**src/rtl/mc_pricing_pkg.sv**
```systemverilog
// Shared types for the Monte-Carlo pricer: FSM states, payoff mode encoding
// and the lane-index width helper used by the dispatcher and reducer.
package mc_pricing_pkg;

    typedef enum logic [1:0] {
        ST_IDLE   = 2'd0,
        ST_RUN    = 2'd1,
        ST_REDUCE = 2'd2,
        ST_DONE   = 2'd3
    } state_t;

    localparam logic MODE_CALL = 1'b0;
    localparam logic MODE_PUT  = 1'b1;

    // A single lane still needs a 1-bit index so every select stays legal.
    function automatic int lane_idx_w(input int n_lanes);
        return (n_lanes > 1) ? $clog2(n_lanes) : 1;
    endfunction

endpackage

```
**src/rtl/mc_payoff_lane.sv**
```systemverilog
// One payoff/accumulate lane: combinational call/put payoff feeding a
// registered accumulator with synchronous clear and per-sample enable.
module mc_payoff_lane
    import mc_pricing_pkg::*;
#(
    parameter int DATA_W = 12,
    parameter int ACC_W  = 22
) (
    input  logic              clk,
    input  logic              rst,
    input  logic              clr_i,
    input  logic              en_i,
    input  logic              mode_i,
    input  logic [DATA_W-1:0] strike_i,
    input  logic [DATA_W-1:0] s_i,
    output logic [ACC_W-1:0]  acc_o
);

    logic [DATA_W-1:0] payoff;
    logic [ACC_W-1:0]  acc_q;

    always_comb begin
        payoff = '0;
        if (mode_i == MODE_PUT) begin
            if (strike_i > s_i) payoff = strike_i - s_i;
        end else begin
            if (s_i > strike_i) payoff = s_i - strike_i;
        end
    end

    always_ff @(posedge clk or posedge rst) begin
        if (rst)        acc_q <= '0;
        else if (clr_i) acc_q <= '0;
        else if (en_i)  acc_q <= acc_q + ACC_W'(payoff);
    end

    assign acc_o = acc_q;

endmodule

```
**src/rtl/mc_pricing_array.sv**
```systemverilog
// Monte-Carlo pricer: round-robin dispatch of path samples to N_LANES payoff
// lanes, serial lane reduction, then a held mean-payoff result until accepted.
module mc_pricing_array
    import mc_pricing_pkg::*;
#(
    parameter int DATA_W     = 12,
    parameter int N_LANES    = 4,
    parameter int LOG2_PATHS = 10
) (
    input  logic              clk,
    input  logic              rst,
    input  logic              start,
    input  logic              is_put,
    input  logic [DATA_W-1:0] strike,
    input  logic              path_valid,
    input  logic [DATA_W-1:0] path_data,
    output logic              path_ready,
    output logic              price_valid,
    output logic [DATA_W-1:0] price,
    input  logic              price_ready,
    output logic              busy
);

    localparam int LW    = lane_idx_w(N_LANES);
    localparam int RW    = LW + 1;
    localparam int ACC_W = DATA_W + LOG2_PATHS;

    state_t                state_q;
    logic [LOG2_PATHS-1:0] cnt_q;
    logic [RW-1:0]         red_q;
    logic [ACC_W-1:0]      total_q;
    logic [DATA_W-1:0]     price_q;
    logic [DATA_W-1:0]     strike_q;
    logic                  mode_q;
    logic                  path_ready_q;
    logic                  price_valid_q;
    logic                  busy_q;

    logic                  hs;
    logic                  clr;
    logic [LW-1:0]         lane_sel;
    logic [ACC_W-1:0]      acc [N_LANES];
    logic [ACC_W-1:0]      red_sel;

    assign hs       = path_valid & path_ready_q;
    assign clr      = (state_q == ST_IDLE) & start;
    assign lane_sel = (N_LANES == 1) ? '0 : cnt_q[LW-1:0];

    for (genvar g = 0; g < N_LANES; g++) begin : g_lane
        mc_payoff_lane #(
            .DATA_W (DATA_W),
            .ACC_W  (ACC_W)
        ) u_lane (
            .clk      (clk),
            .rst      (rst),
            .clr_i    (clr),
            .en_i     (hs && (lane_sel == LW'(g))),
            .mode_i   (mode_q),
            .strike_i (strike_q),
            .s_i      (path_data),
            .acc_o    (acc[g])
        );
    end

    always_comb begin
        red_sel = '0;
        for (int i = 0; i < N_LANES; i++) begin
            if (red_q == RW'(i)) red_sel = acc[i];
        end
    end

    // red_q runs 0..N_LANES-1 adding lanes, then one extra cycle registers the mean.
    always_ff @(posedge clk or posedge rst) begin
        if (rst) begin
            state_q       <= ST_IDLE;
            cnt_q         <= '0;
            red_q         <= '0;
            total_q       <= '0;
            price_q       <= '0;
            strike_q      <= '0;
            mode_q        <= MODE_CALL;
            path_ready_q  <= 1'b0;
            price_valid_q <= 1'b0;
            busy_q        <= 1'b0;
        end else begin
            case (state_q)
                ST_IDLE: begin
                    if (start) begin
                        strike_q     <= strike;
                        mode_q       <= is_put;
                        cnt_q        <= '0;
                        total_q      <= '0;
                        path_ready_q <= 1'b1;
                        busy_q       <= 1'b1;
                        state_q      <= ST_RUN;
                    end
                end
                ST_RUN: begin
                    if (hs) begin
                        cnt_q <= cnt_q + 1'b1;
                        if (cnt_q == '1) begin
                            path_ready_q <= 1'b0;
                            red_q        <= '0;
                            state_q      <= ST_REDUCE;
                        end
                    end
                end
                ST_REDUCE: begin
                    if (red_q == RW'(N_LANES)) begin
                        price_q       <= DATA_W'(total_q >> LOG2_PATHS);
                        price_valid_q <= 1'b1;
                        state_q       <= ST_DONE;
                    end else begin
                        total_q <= total_q + red_sel;
                        red_q   <= red_q + 1'b1;
                    end
                end
                ST_DONE: begin
                    if (price_ready) begin
                        price_valid_q <= 1'b0;
                        busy_q        <= 1'b0;
                        state_q       <= ST_IDLE;
                    end
                end
                default: state_q <= ST_IDLE;
            endcase
        end
    end

    assign path_ready  = path_ready_q;
    assign price_valid = price_valid_q;
    assign price       = price_q;
    assign busy        = busy_q;

endmodule

```
**config.mk**
```make
export PLATFORM = sky130hd
export DESIGN_NAME = mc_pricing_array
export DESIGN_NICKNAME = d
export VERILOG_FILES = /design/src/rtl/mc_pricing_pkg.sv /design/src/rtl/mc_payoff_lane.sv /design/src/rtl/mc_pricing_array.sv
export SDC_FILE = /design/constraint.sdc
export NUM_CORES = 1
export LEC_CHECK = 0
export ABC_AREA = 1
export CAP_MARGIN = 20
export CORE_MARGIN = 2
export CORE_UTILIZATION = 25
export CTS_BUF_LIST = sky130_fd_sc_hd__clkbuf_4 sky130_fd_sc_hd__clkbuf_8
export CTS_CLUSTER_DIAMETER = 30
export DETAILED_ROUTE_END_ITERATION = 7
export DONT_BUFFER_PORTS = 1
export HOLD_SLACK_MARGIN = 0.03
export PLACE_DENSITY = 0.35
export RECOVER_POWER = 25
export REMOVE_ABC_BUFFERS = 1
export SYNTH_ARGS = -nofsm -noshare
export SYNTH_HDL_FRONTEND = slang
export SYNTH_SLANG_ARGS = --single-unit
```
**constraint.sdc**
```tcl
create_clock -name clk -period 15.4 [get_ports clk]
set_input_delay 3.08 -clock clk [delete_from_list [all_inputs] [get_ports clk]]
set_output_delay 3.08 -clock clk [all_outputs]
set_load 0.005 [all_outputs]
```
==> summary.txt <==
Synthesis
  • Flops & latches, synth: 153
  • Yosys top cell by area: dfrtp_1
  • Mapped Cells: 1892
  • Netlist cell types: 55
  • FFs w/ async S/R, synth: 100%
  • Most instantiated cells after synthesis: nand2_1, inv_1, nor2_1, dfrtp_1, o21ai_0
  • Post-synth EDFFs: 0
  • Post-synthesis cell area: 12800 um2
  • Synth warnings: 0
  • Syn Area/Cell: 6.76 um2
  • Primary FF master, synth: dfrtp_1
  • Top-area cell type share of the netlist area: 29.9%
  • Synth area leaders: dfrtp_1, nand2_1, ha_1
  • Sequential area share after synthesis: 29.9%
  • Top-count cell post-synth: nand2_1

Floorplan
  • Row count: 82
  • Initial Util: 25.4%
  • Core area: 50400 um2
  • Die area: 53000 um2
  • IO Count: 45
  • Die W: 230 um
  • Die Y-Extent: 230 um

Clock network
  • H-tree depth: 4
  • Clk buf depth: 2
  • CTS tree: yes
  • Post_cts resized: 0
  • Clock slew seen by the registers of the worst setup and hold paths: 0.10 ns
  • Setup bufs post-CTS: 0
  • CTS buffer count: 17
  • Root Buffer: clkbuf_8
  • Post-CTS Hold Buffers: 0
  • Clock Latency Late Sink: 0.58 ns
  • Clk sink count: 153

STA
  • Post-layout min period: 6.08 ns
  • Final Skew: 0.0216 ns
  • Max-slew violation count: 73
  • Unrepaired setup endpoints after global routing: no
  • Final Hold Fails: 0
  • Worst slew margin: -107%
  • Setup tns final: 0 ns
  • Max Freq: 165 MHz
  • Slew @ Worst Pin: 3.09 ns
  • Tcrit/Tclk final: 39.5%
  • Setup violations, final: 0

Final layout
  • Post-route cell area: 13900 um2
  • Seq. cell area: 3830 um2
  • Area growth from synthesis to layout: 8.55%
  • Layout cell share with drive strength beyond 1: 4.58%
  • Multi-input gate area: 7880 um2
  • Fin nets: 2039
  • Layout fillers: 5633

Placement
  • DP HPWL: 33700 um
  • DP Area: 13500 um2
  • Final GP Congestion: 0.828
  • Buffers on Ports: 0

Drt
  • Routed vias/inst: 4.66
  • Via count: 12.0k
  • Number of routed nets with antenna violations: 0
  • WL per Instance: 17.0 um
  • Routed Wire Length: 43800 um
  • Detailed Routing Iterations Pass 1: 5
  • # DRC: 0
  • Initial detailed-routing violation count: 676

Global route
  • Top Usage Layer GRT: met2
  • Largest net degree at the start of global routing: 59
  • Met3 Track Usage GR: 2.84%
  • Met1 Use GR: 22.8%
  • GRT Resource Usage Total: 17.2%
  • Initial antenna violation count: 4
  • Met2 GRT Util: 28.5%
  • Grt ovf: 0
  • Vias in the first global route: 11.9k
  • First-pass GRT wire length: 69300 um

Critical path
  • Worst-path cell chain: inv_1 -> ha_1 -> inv_1 -> fa_1 -> nand2_1 -> nand2_1 -> nand2_1 -> nand2_1 -> nand2_1 -> nand2_2 -> nand2_4 -> o21ai_1 -> ha_1 -> a21oi_1 -> o21ai_0 -> nand2_1 -> nand3_1 -> nand3_1 -> nand2_1 -> nand2_1 -> nor2_1
  • Crit-path max FO: 6
  • Crit. End Element: flip-flop
  • CP max stage cell: o21ai_1
  • Critical path's largest stage delay: 0.78 ns
  • WP data required: 15.87 ns
  • Critical Path Most Common Cell: nand2_1
  • CP Buf/Inv Count: 2
  • Worst setup SP type: input pin
  • Largest delay share family, worst path: simple AND/OR/NAND/NOR gates
  • Crit path DAT: 6.55 ns
  • Crit path kind: in -> reg

Flow run
  • Max-cap viol count: 2

Run status
  • Run status: finished with violations
  • Failing checks: capacitance limit, slew limit

Pwr
  • Worst IR Drop VDD: 0.0749 mV
  • PD cells: 169 nW/um2
  • Leakage: 7.21 nW

Worst hold path
  • Worst hold path type: reg -> reg
-- sequential cells by signal, summed over array words and instances (netlist names) --
| register | flops |
|---|---|
| total_q | 22 |
| price_valid | 1 |
| strike_q | 12 |
| mode_q | 1 |
| path_ready | 1 |
| busy | 1 |
| state_q | 2 |
| price | 12 |
| red_q | 3 |
| g_lane.u_lane.acc_o | 88 |
| cnt_q | 10 |
-- layout by cell type (no fill, tap or decap), types with 5 or more instances in the layout --
master and n:
dfrtp_1 153, nand2_2 8, nor3_1 19, a31oi_1 6, xnor2_1 6, nand3b_1 11, nor2_1 179, inv_8 7
clkbuf_8 17, a221oi_1 21, o21ai_0 120, inv_2 6, nand4_1 20, o21bai_1 8, nand2_1 601, inv_1 219
o22ai_1 22, a21oi_1 119, fa_1 7, nand3_1 109, a21o_1 9, o31ai_1 7, buf_4 10, or2_2 7
o21ai_1 10, inv_6 5, a21boi_0 8, xor2_1 16, ha_1 115
-- cell families (layout without fill, tap and decap cells) --
kind of cell / after synthesis / count (layout) / synth area share [%]
AO/OA/AOI/OAI: 347 / 347 / 15.6
XOR/XNOR: 22 / 22 / 1.51
adder cells (fa/ha/maj): 122 / 122 / 12.3
buffers and inverters: 266 / 274 / 8.24
flip-flops: 153 / 153 / 29.9
other: 0 / 1 / 0
AND/OR/NAND/NOR: 982 / 982 / 32.4
-- path summary, 6_finish.rpt --
check | from | end | slack, ns | depth (start not counted)
worst max-delay path | path_data[0] | g_lane[0].u_lane.acc_o[20] | 9.32 | 21
worst min-delay path | cnt_q[3] | cnt_q[3] | 0.50 | 1
worst max register to register | red_q[0] | total_q[12] | 10.90 | 17
worst min register to register | cnt_q[3] | cnt_q[3] | 0.50 | 1
max in group asynchronous | rst | g_lane[0].u_lane.acc_o[19] | 10.33 | 2
min in group asynchronous | rst | total_q[8] | 3.26 | 1
-- through the flow --
stage / hold slack, ns / power [mW] / cells / utilization, % / setup WS, ns
2_1_floorplan: 0.455 / 1.54 / 1858 / - / 8.20
3_3_place_gp: 0.470 / 2.04 / 2539 / 26.9 / 8.49
3_5_place_dp: 0.478 / 2.04 / 2539 / 26.9 / 8.50
4_1_cts: 0.497 / 2.40 / 2571 / 27.6 / 9.15
5_1_grt: 0.531 / 2.60 / 2573 / 27.6 / 8.93
6_report: 0.497 / 2.35 / 2573 / 27.6 / 9.32
-- layer usage --
metal,vias to the layer above,part of all wire [%],wire length (um)
li1,6207,-,-
met5,-,0.030,13
met4,2,1.9,836
met2,144,47,20600
met1,5581,48,21200
met3,44,2.6,1150
-- cell type report --
| type | instances | share of cell area [%] |
|---|---|---|
| Inverter | 232 | 6.33 |
| Tap cell | 672 | 6.05 |
| Clock inverter | 15 | 1.05 |
| Multi-Input combinational cell | 1473 | 56.8 |
| Sequential cell | 153 | 27.6 |
| Antenna cell | 1 | 0.0180 |
| Clock buffer | 17 | 1.68 |
| Timing Repair Buffer | 10 | 0.540 |
-- power by group --
part           total [mW]  switching, mW  internal, mW
Clock               0.338          0.217         0.121
Sequential          0.559         0.0762         0.483
Combinational        1.45           1.01         0.442
Note: power is estimated with default switching activity, not from simulation.
